<file path="config.mk">
export PLATFORM = sky130hd
export DESIGN_NAME = branch_resolver
export DESIGN_NICKNAME = d
export VERILOG_FILES = /design/src/rtl/branch_resolver.sv
export SDC_FILE = /design/constraint.sdc
export NUM_CORES = 1
export LEC_CHECK = 0
export CAP_MARGIN = 15
export CORE_ASPECT_RATIO = 0.8
export CORE_MARGIN = 2
export CORE_UTILIZATION = 47
export CTS_CLUSTER_DIAMETER = 150
export DETAILED_ROUTE_END_ITERATION = 8
export PLACE_DENSITY = 0.78
export SETUP_SLACK_MARGIN = 0.5
export SYNTH_ARGS = -nofsm -noshare
export SYNTH_HDL_FRONTEND = slang
export SYNTH_SLANG_ARGS = --single-unit
export TNS_END_PERCENT = 50
</file>
<file path="constraint.sdc">
create_clock -name clk -period 2 [get_ports clk]
set_input_delay 0.3 -clock clk [delete_from_list [all_inputs] [get_ports clk]]
set_output_delay 0.3 -clock clk [all_outputs]
set_load 0.005 [all_outputs]
</file>
<file path="src/rtl/branch_resolver.sv">
// Branch resolver: turns comparator flags + opcode into a taken decision, target PC, redirect pulse and a multi-cycle flush.
// Optional taken/not-taken statistics counters are enabled with `define BRANCH_RESOLVER_STATS_EN.
module branch_resolver #(
  parameter int PC_W         = 32,
  parameter int FLUSH_CYCLES = 2
) (
  input  logic            clk,
  input  logic            rst_n,
  input  logic            br_valid,
  output logic            br_ready,
  input  logic [2:0]      br_op,
  input  logic            cmp_l,
  input  logic            cmp_e,
  input  logic            cmp_g,
  input  logic            cmp_n,
  input  logic [PC_W-1:0] pc,
  input  logic [15:0]     imm,
  output logic            resolved_valid,
  output logic            taken,
  output logic            redirect_valid,
  output logic [PC_W-1:0] redirect_pc,
  output logic            flush,
  output logic            flag_err
`ifdef BRANCH_RESOLVER_STATS_EN
  ,
  output logic [31:0]     taken_cnt,
  output logic [31:0]     nottaken_cnt
`endif
);

  typedef enum logic {IDLE, FLUSH} state_t;

  state_t            state;
  logic [3:0]        cnt;
  logic              accept;
  logic              flags_ok;
  logic              bad;
  logic              cond;
  logic              take;
  logic signed [17:0] off;
  logic [PC_W-1:0]   target;

  // Ready and flush are pure functions of the registered state.
  assign br_ready = (state == IDLE);
  assign flush    = (state == FLUSH);
  assign accept   = br_valid & br_ready;

  assign flags_ok = (({cmp_l, cmp_e, cmp_g} == 3'b100) ||
                     ({cmp_l, cmp_e, cmp_g} == 3'b010) ||
                     ({cmp_l, cmp_e, cmp_g} == 3'b001)) && (cmp_n == ~cmp_e);
  assign bad      = (br_op != 3'd6) && !flags_ok;

  always_comb begin
    cond = 1'b0;
    case (br_op)
      3'd0: cond = cmp_e;
      3'd1: cond = cmp_n;
      3'd2: cond = cmp_l;
      3'd3: cond = cmp_g | cmp_e;
      3'd4: cond = cmp_g;
      3'd5: cond = cmp_l | cmp_e;
      3'd6: cond = 1'b1;
      default: cond = 1'b0;
    endcase
  end

  assign take   = cond & ~bad;
  // Word offset scaled to bytes; the signed cast sign-extends to PC_W, wrap is silent.
  assign off    = {imm, 2'b00};
  assign target = pc + PC_W'(4) + PC_W'(off);

  always_ff @(posedge clk or negedge rst_n) begin
    if (!rst_n) begin
      state          <= IDLE;
      cnt            <= '0;
      resolved_valid <= 1'b0;
      taken          <= 1'b0;
      redirect_valid <= 1'b0;
      redirect_pc    <= '0;
      flag_err       <= 1'b0;
    end else begin
      resolved_valid <= accept;
      flag_err       <= accept & bad;
      redirect_valid <= accept & take;
      if (accept) taken <= take;
      if (accept && take) redirect_pc <= target;
      case (state)
        IDLE: if (accept && take) begin
          state <= FLUSH;
          cnt   <= 4'(FLUSH_CYCLES - 1);
        end
        FLUSH: if (cnt == 4'd0) state <= IDLE;
               else cnt <= cnt - 4'd1;
        default: state <= IDLE;
      endcase
    end
  end

`ifdef BRANCH_RESOLVER_STATS_EN
  always_ff @(posedge clk or negedge rst_n) begin
    if (!rst_n) begin
      taken_cnt    <= '0;
      nottaken_cnt <= '0;
    end else if (accept) begin
      if (take && taken_cnt != 32'hFFFF_FFFF) taken_cnt <= taken_cnt + 32'd1;
      if (!take && nottaken_cnt != 32'hFFFF_FFFF) nottaken_cnt <= nottaken_cnt + 32'd1;
    end
  end
`endif

endmodule

</file>
==> run_results.csv, run 1 <==
group,metric,value,unit
yosys,synthCells,406,
clock_network,cts.path.max_buffers,2,
yosys,avgSynthCellArea,8.71,um2
yosys,syn-cell-area,3540,um2
yosys,synth-async-reset-ratio,100,%
sta,worst_endpoint_kind,"register data pin",
die,rows,28,
yosys,synth-edff-count,0,
die,die_height,81.6,um
die,start_util,48.1,%
run_status,error_line,"[ERROR DPL-0038] Utilization greater than 100%, impossible to legalize",
clock_network,cts_made_buffers,5,
placed_design,gp_congestion,0.878,
run_status,outcome,"stopped before the end",
run_status,stop_stage,"global routing",
yosys,synth.largest_area_cell,"dfrtp_1",
sta,grt-worst-endpoint,"redirect_pc[29]$_DFFE_PN0P_/D",
yosys,yosysUniqueCellTypes,55,
placed_design,placed_cells,682,
global_route,grt_max_degree,42,
placed_design,port_buffers,95,
yosys,yosysWarningCount,0,
yosys,yosys.area.top_type_share,29.0,%
clock_network,cts.sinks,41,
yosys,synth_flop_cell,"dfrtp_1",
placed_design,dp_hpwl,8770,um
clock_network,root_buffer,"clkbuf_8",
yosys,synth.area.top_cells,"dfrtp_1 (29%), ha_1 (21%), o21ai_0 (5.8%)",
yosys,synth_seq_cells,41,
yosys,ys_seq_area_share,29.0,%
yosys,syn_nets,523,
die,dieWidth,101,um
die,io_pins,96,
clock_network,h-tree-depth,2,
per-stage QoR:
step	worst slack (ns)	area [um2]
CTS	-0.231	6780
detailed placement	-0.956	5750
global placement	-0.860	5750
floorplan	-0.202	3980
synth_stat cells, types with 2 or more instances:
cell type  count
a21oi_1       27
mux2_2         4
o31ai_1        3
nor2b_1        4
a21o_1        13
dfrtp_1       41
nand2_1       50
and3_1         4
o21a_1         3
nor4b_1        2
xnor2_1       14
nand3_1        7
nor2_1        28
o21ai_1        3
a21boi_0       3
xor2_1        13
buf_2          2
and4_1         2
nand3b_1       4
a211oi_1       3
o22ai_1        2
clkbuf_1       8
inv_1         13
nand4_1        6
a31oi_1        7
ha_1          58
nor3_1        14
o21ai_0       41
logic make-up after synthesis:
group	Yosys count	synth area share (%)
buffers and inverters	26	3.04
and+or+nand+nor	127	16.9
AOI/OAI and AO/OA	121	21.7
DFF	41	29.0
muxes	5	1.56
xor gates and xnor gates	27	6.69
adders and majority gates	59	21.1
timing repair:
action | CTS
pin swaps | 134
setup endpoints to repair | 45
setup buffers | 26
resized for setup | 282
hold buffers | 0
cloned | 3
==> run 2, diff against run 1 <==
==> config.mk (replaced) <==
export PLATFORM = sky130hd
export DESIGN_NAME = branch_resolver
export DESIGN_NICKNAME = d
export VERILOG_FILES = /design/src/rtl/branch_resolver.sv
export SDC_FILE = /design/constraint.sdc
export NUM_CORES = 1
export LEC_CHECK = 0
export CAP_MARGIN = 15
export CORE_MARGIN = 2
export CORE_UTILIZATION = 32
export DETAILED_ROUTE_END_ITERATION = 8
export PLACE_DENSITY_LB_ADDON = 0.15
export SYNTH_ARGS = -nofsm -noshare
export SYNTH_HDL_FRONTEND = slang
export SYNTH_SLANG_ARGS = --single-unit
export TNS_END_PERCENT = 50
==> run 2 against run 1 <==
The flow now finishes, with violations (negative setup slack). Synthesized cell count is the same. Synthesized area unchanged.
==> run_results.csv, run 2 <==
group,metric,value,unit
run_status,outcome,"complete, but fails checks",
run_status,failed_checks,"negative setup slack",
cells_and_area,final_common_cell,"buf_4",
yosys,synthCells,406,
worst_setup_path,cp_slowest_cell,"a2111o_1",
detailed_routing,drc,0,
sta,finalMaxSlewViolations,0,
yosys,yosysWarningCount,0,
clock_network,cts.sinks,41,
worst_setup_path,start_kind,"primary input",
yosys,avgSynthCellArea,8.71,um2
placed_design,placed_cell_area,5780,um2
power,power.internal,3.33,mW
sta,worstMarginPinSlew,0.479,ns
yosys,synth_compound_area_share,21.7,%
cells_and_area,final_layout_size_suffix_gt1_share,46.0,%
clock_network,cts.clk_slew.worst_paths,0.08,ns
power,clkPwrFrac,13.6,%
yosys,synth_most_common_cell,"ha_1",
clock_network,clk_latency,0.29,ns
worst_setup_path,crit_buf_inv,2,
sta,rsz0062_at_grt,"yes",
worst_setup_path,worstPathRequired,2.21,ns
detailed_routing,firstDrtPassIters,4,
placed_design,port_buffers,95,
worst_setup_path,slowest_delay,0.38,ns
yosys,synth_top_family_by_area,"compound AO/OA/AOI/OAI gates",
sta,hold_violations,0,
cells_and_area,largest_reg_flops,32,
yosys,synth_xor_area_share,6.69,%
clock_network,cts_tree,"yes",
worst_setup_path,cp_cell_sequence,"buf_8, buf_12, ha_4, ha_4, a21o_1, a31oi_4, nor2_1, a2111o_1, o21ai_2, a21oi_2, o31ai_2",
cells_and_area,post-route-cell-area,6820,um2
detailed_routing,dr_total_vias,3787,
sta,finalCritPeriodShare,107,%
clock_network,h-tree-depth,2,
die,dieWidth,109,um
sta,min_period,2.14,ns
yosys,synthAdderAreaFrac,21.1,%
detailed_routing,routedWlPerCell,14.3,um
global_route,grt_pass1_vias,3851,
worst_setup_path,cp_data_arrival_time,2.35,ns
global_route,grt.met1_usage,23.5,%
power,power_density,742,nW/um2
cells_and_area,area_growth,92.9,%
worst_setup_path,path_delay_family,"compound AO/OA/AOI/OAI gates",
die,die_height,109,um
cells_and_area,nFillCells,882,
yosys,netlist_top_cells_count,"ha_1 (58), nand2_1 (50), dfrtp_1 (41), o21ai_0 (41), nor2_1 (28)",
die,start_util,32.8,%
die,die_area,11900,um2
cells_and_area,finalNetCount,742,
yosys,synth.area.mux_share,1.56,%
placed_design,gp_congestion,0.963,
power,p_sw_share,34.3,%
job,max_cap_viol_count,0,
power,leakagePower,2.92,nW
global_route,use_met2,33.8,%
global_route,grt_max_degree,42,
yosys,synth.largest_area_cell,"dfrtp_1",
clock_network,root_buffer,"clkbuf_8",
yosys,synth_flop_cell,"dfrtp_1",
clock_network,cts.path.max_buffers,2,
sta,relSlewSlack,68.0,%
yosys,synth-edff-count,0,
power,power,5.07,mW
cells_and_area,largestRegisters,"redirect_pc x32, cnt x4",
worst_setup_path,critical_path.max_fanout,6,
clock_network,cts_made_buffers,5,
cells_and_area,most-common-layout-cells,"buf_4 (114), ha_4 (51), clkdlybuf4s50_1 (50)",
global_route,grtUsageMet3,2.33,%
sta,finalSetupViolCount,14,
die,core_area,10800,um2
hold_path,min_path_type,"in -> reg",
cells_and_area,insertedDiodeCount,0,
yosys,yosys.area_share.simple,16.9,%
yosys,yosysUniqueCellTypes,55,
sta,clock_skew,0.0140,ns
worst_setup_path,crit_top_cell,"ha_4",
global_route,overflow,0,
detailed_routing,drtAntennaViolNets,0,
yosys,syn-cell-area,3540,um2
power,pwr-share-seq,28.5,%
power,share_comb_of_total_power,57.9,%
placed_design,dp_hpwl,8260,um
yosys,ys_seq_area_share,29.0,%
global_route,grt.busiest_layer,"met2",
detailed_routing,first_iter_violations,121,
worst_setup_path,endpoint_kind,"flop",
worst_setup_path,crit_type,"in -> reg",
detailed_routing,wl,11000,um
yosys,synth.area.top_cells,"dfrtp_1 (29%), ha_1 (21%), o21ai_0 (5.8%)",
power,vdd_ir_drop_max,0.442,mV
global_route,grt_pass1_wl,17800,um
sta,layout_setup_ws,-0.141,ns
yosys,yosys.area.top_type_share,29.0,%
yosys,synth_seq_cells,41,
power,power_switching,1.74,mW
die,rows,38,
global_route,antenna_found_initial,0,
cells_and_area,largest_register,"redirect_pc",
global_route,grtUsageTotal,18.3,%
yosys,synth-async-reset-ratio,100,%
yosys,syn_nets,523,
die,io_pins,96,
sta,max_freq,467,MHz
detailed_routing,avgViaCountPerCell,4.94,
run 2: cell counts after synthesis:
No cell type changed its count.
run 2: power by group through the flow:
stage | registers [mW] | clock network [mW] | logic (mW)
final | 1.44 | 0.691 | 2.93
after CTS | 1.45 | 0.710 | 2.82
after global placement | 1.45 | 0 | 2.49
after global routing | 1.48 | 0.745 | 3.21
after floorplan | 1.44 | 0 | 1.12
after detailed placement | 1.47 | 0 | 2.53
run 2: kinds of logic after synthesis:
kind of cell / after synthesis
xor gates and xnor gates: 27
buffers and inverters: 26
AOI/OAI and AO/OA: 121
muxes: 5
DFF: 41
and+or+nand+nor: 127
adders and majority gates: 59
run 2: layer usage:
metal	up-vias	wire length, um
met5	-	0
met4	0	80
met3	10	516
met2	88	5570
met1	1766	4800
li1	1923	-
run 2: per-stage QoR:
step | setup WS [ns] | instances | hold slack (ns) | setup TNS, ns | util (%)
6_report | -0.141 | 766 | 0.373 | -0.914 | 63.2
5_1_grt | -0.210 | 766 | 0.418 | -2.20 | 63.2
4_1_cts | -0.159 | 756 | 0.383 | -1.08 | 60.9
3_5_place_dp | -0.931 | 731 | 0.294 | -20.63 | 53.6
3_3_place_gp | -0.860 | 731 | 0.293 | -18.97 | 53.6
2_1_floorplan | -0.202 | 406 | 0.00441 | -1.09 | -
run 2: worst register-to-register path: stages (launching register included):
cell,delay [ns]
dfrtp_1,0.44
inv_1,0.07
ha_1,0.21
nand2_1,0.07
nand2_1,0.15
a2111oi_4,0.39
xnor2_1,0.17
nor2_2,0.05
run 2: timing repair:
item,4_1_cts,5_1_grt
pin swaps,99,55
hold buffers,1,0
setup endpoints to repair,31,30
buffers inserted,16,9
endpoints found under the hold margin,41,0
cloned,1,2
resized for setup,216,40
run 2: worst paths after layout:
kind | startpoint | endpoint | slack, ns | cells after the start
hold / removal | imm[0] | redirect_pc[2] | 0.37 | 4
setup / recovery | imm[15] | redirect_pc[30] | -0.14 | 11
hold reg to reg | redirect_pc[5] | redirect_pc[5] | 0.48 | 2
min in group asynchronous | rst_n | redirect_pc[16] | 0.51 | 3
setup reg to reg | cnt[0] | cnt[3] | 0.36 | 7
max in group asynchronous | rst_n | flush | 1.29 | 3
run 2: final cells by class:
type	count	area, um2	share of cell area [%]
clock buffer	7	86.3	1.27
clock inverter	1	30.0	0.440
inverter	14	55.1	0.807
multi-input combinational	340	3470	50.9
sequential	41	1030	15.0
tap	140	175	2.57
timing repair buffer	223	1980	29.0
Note: power is estimated with default switching activity, not from simulation.
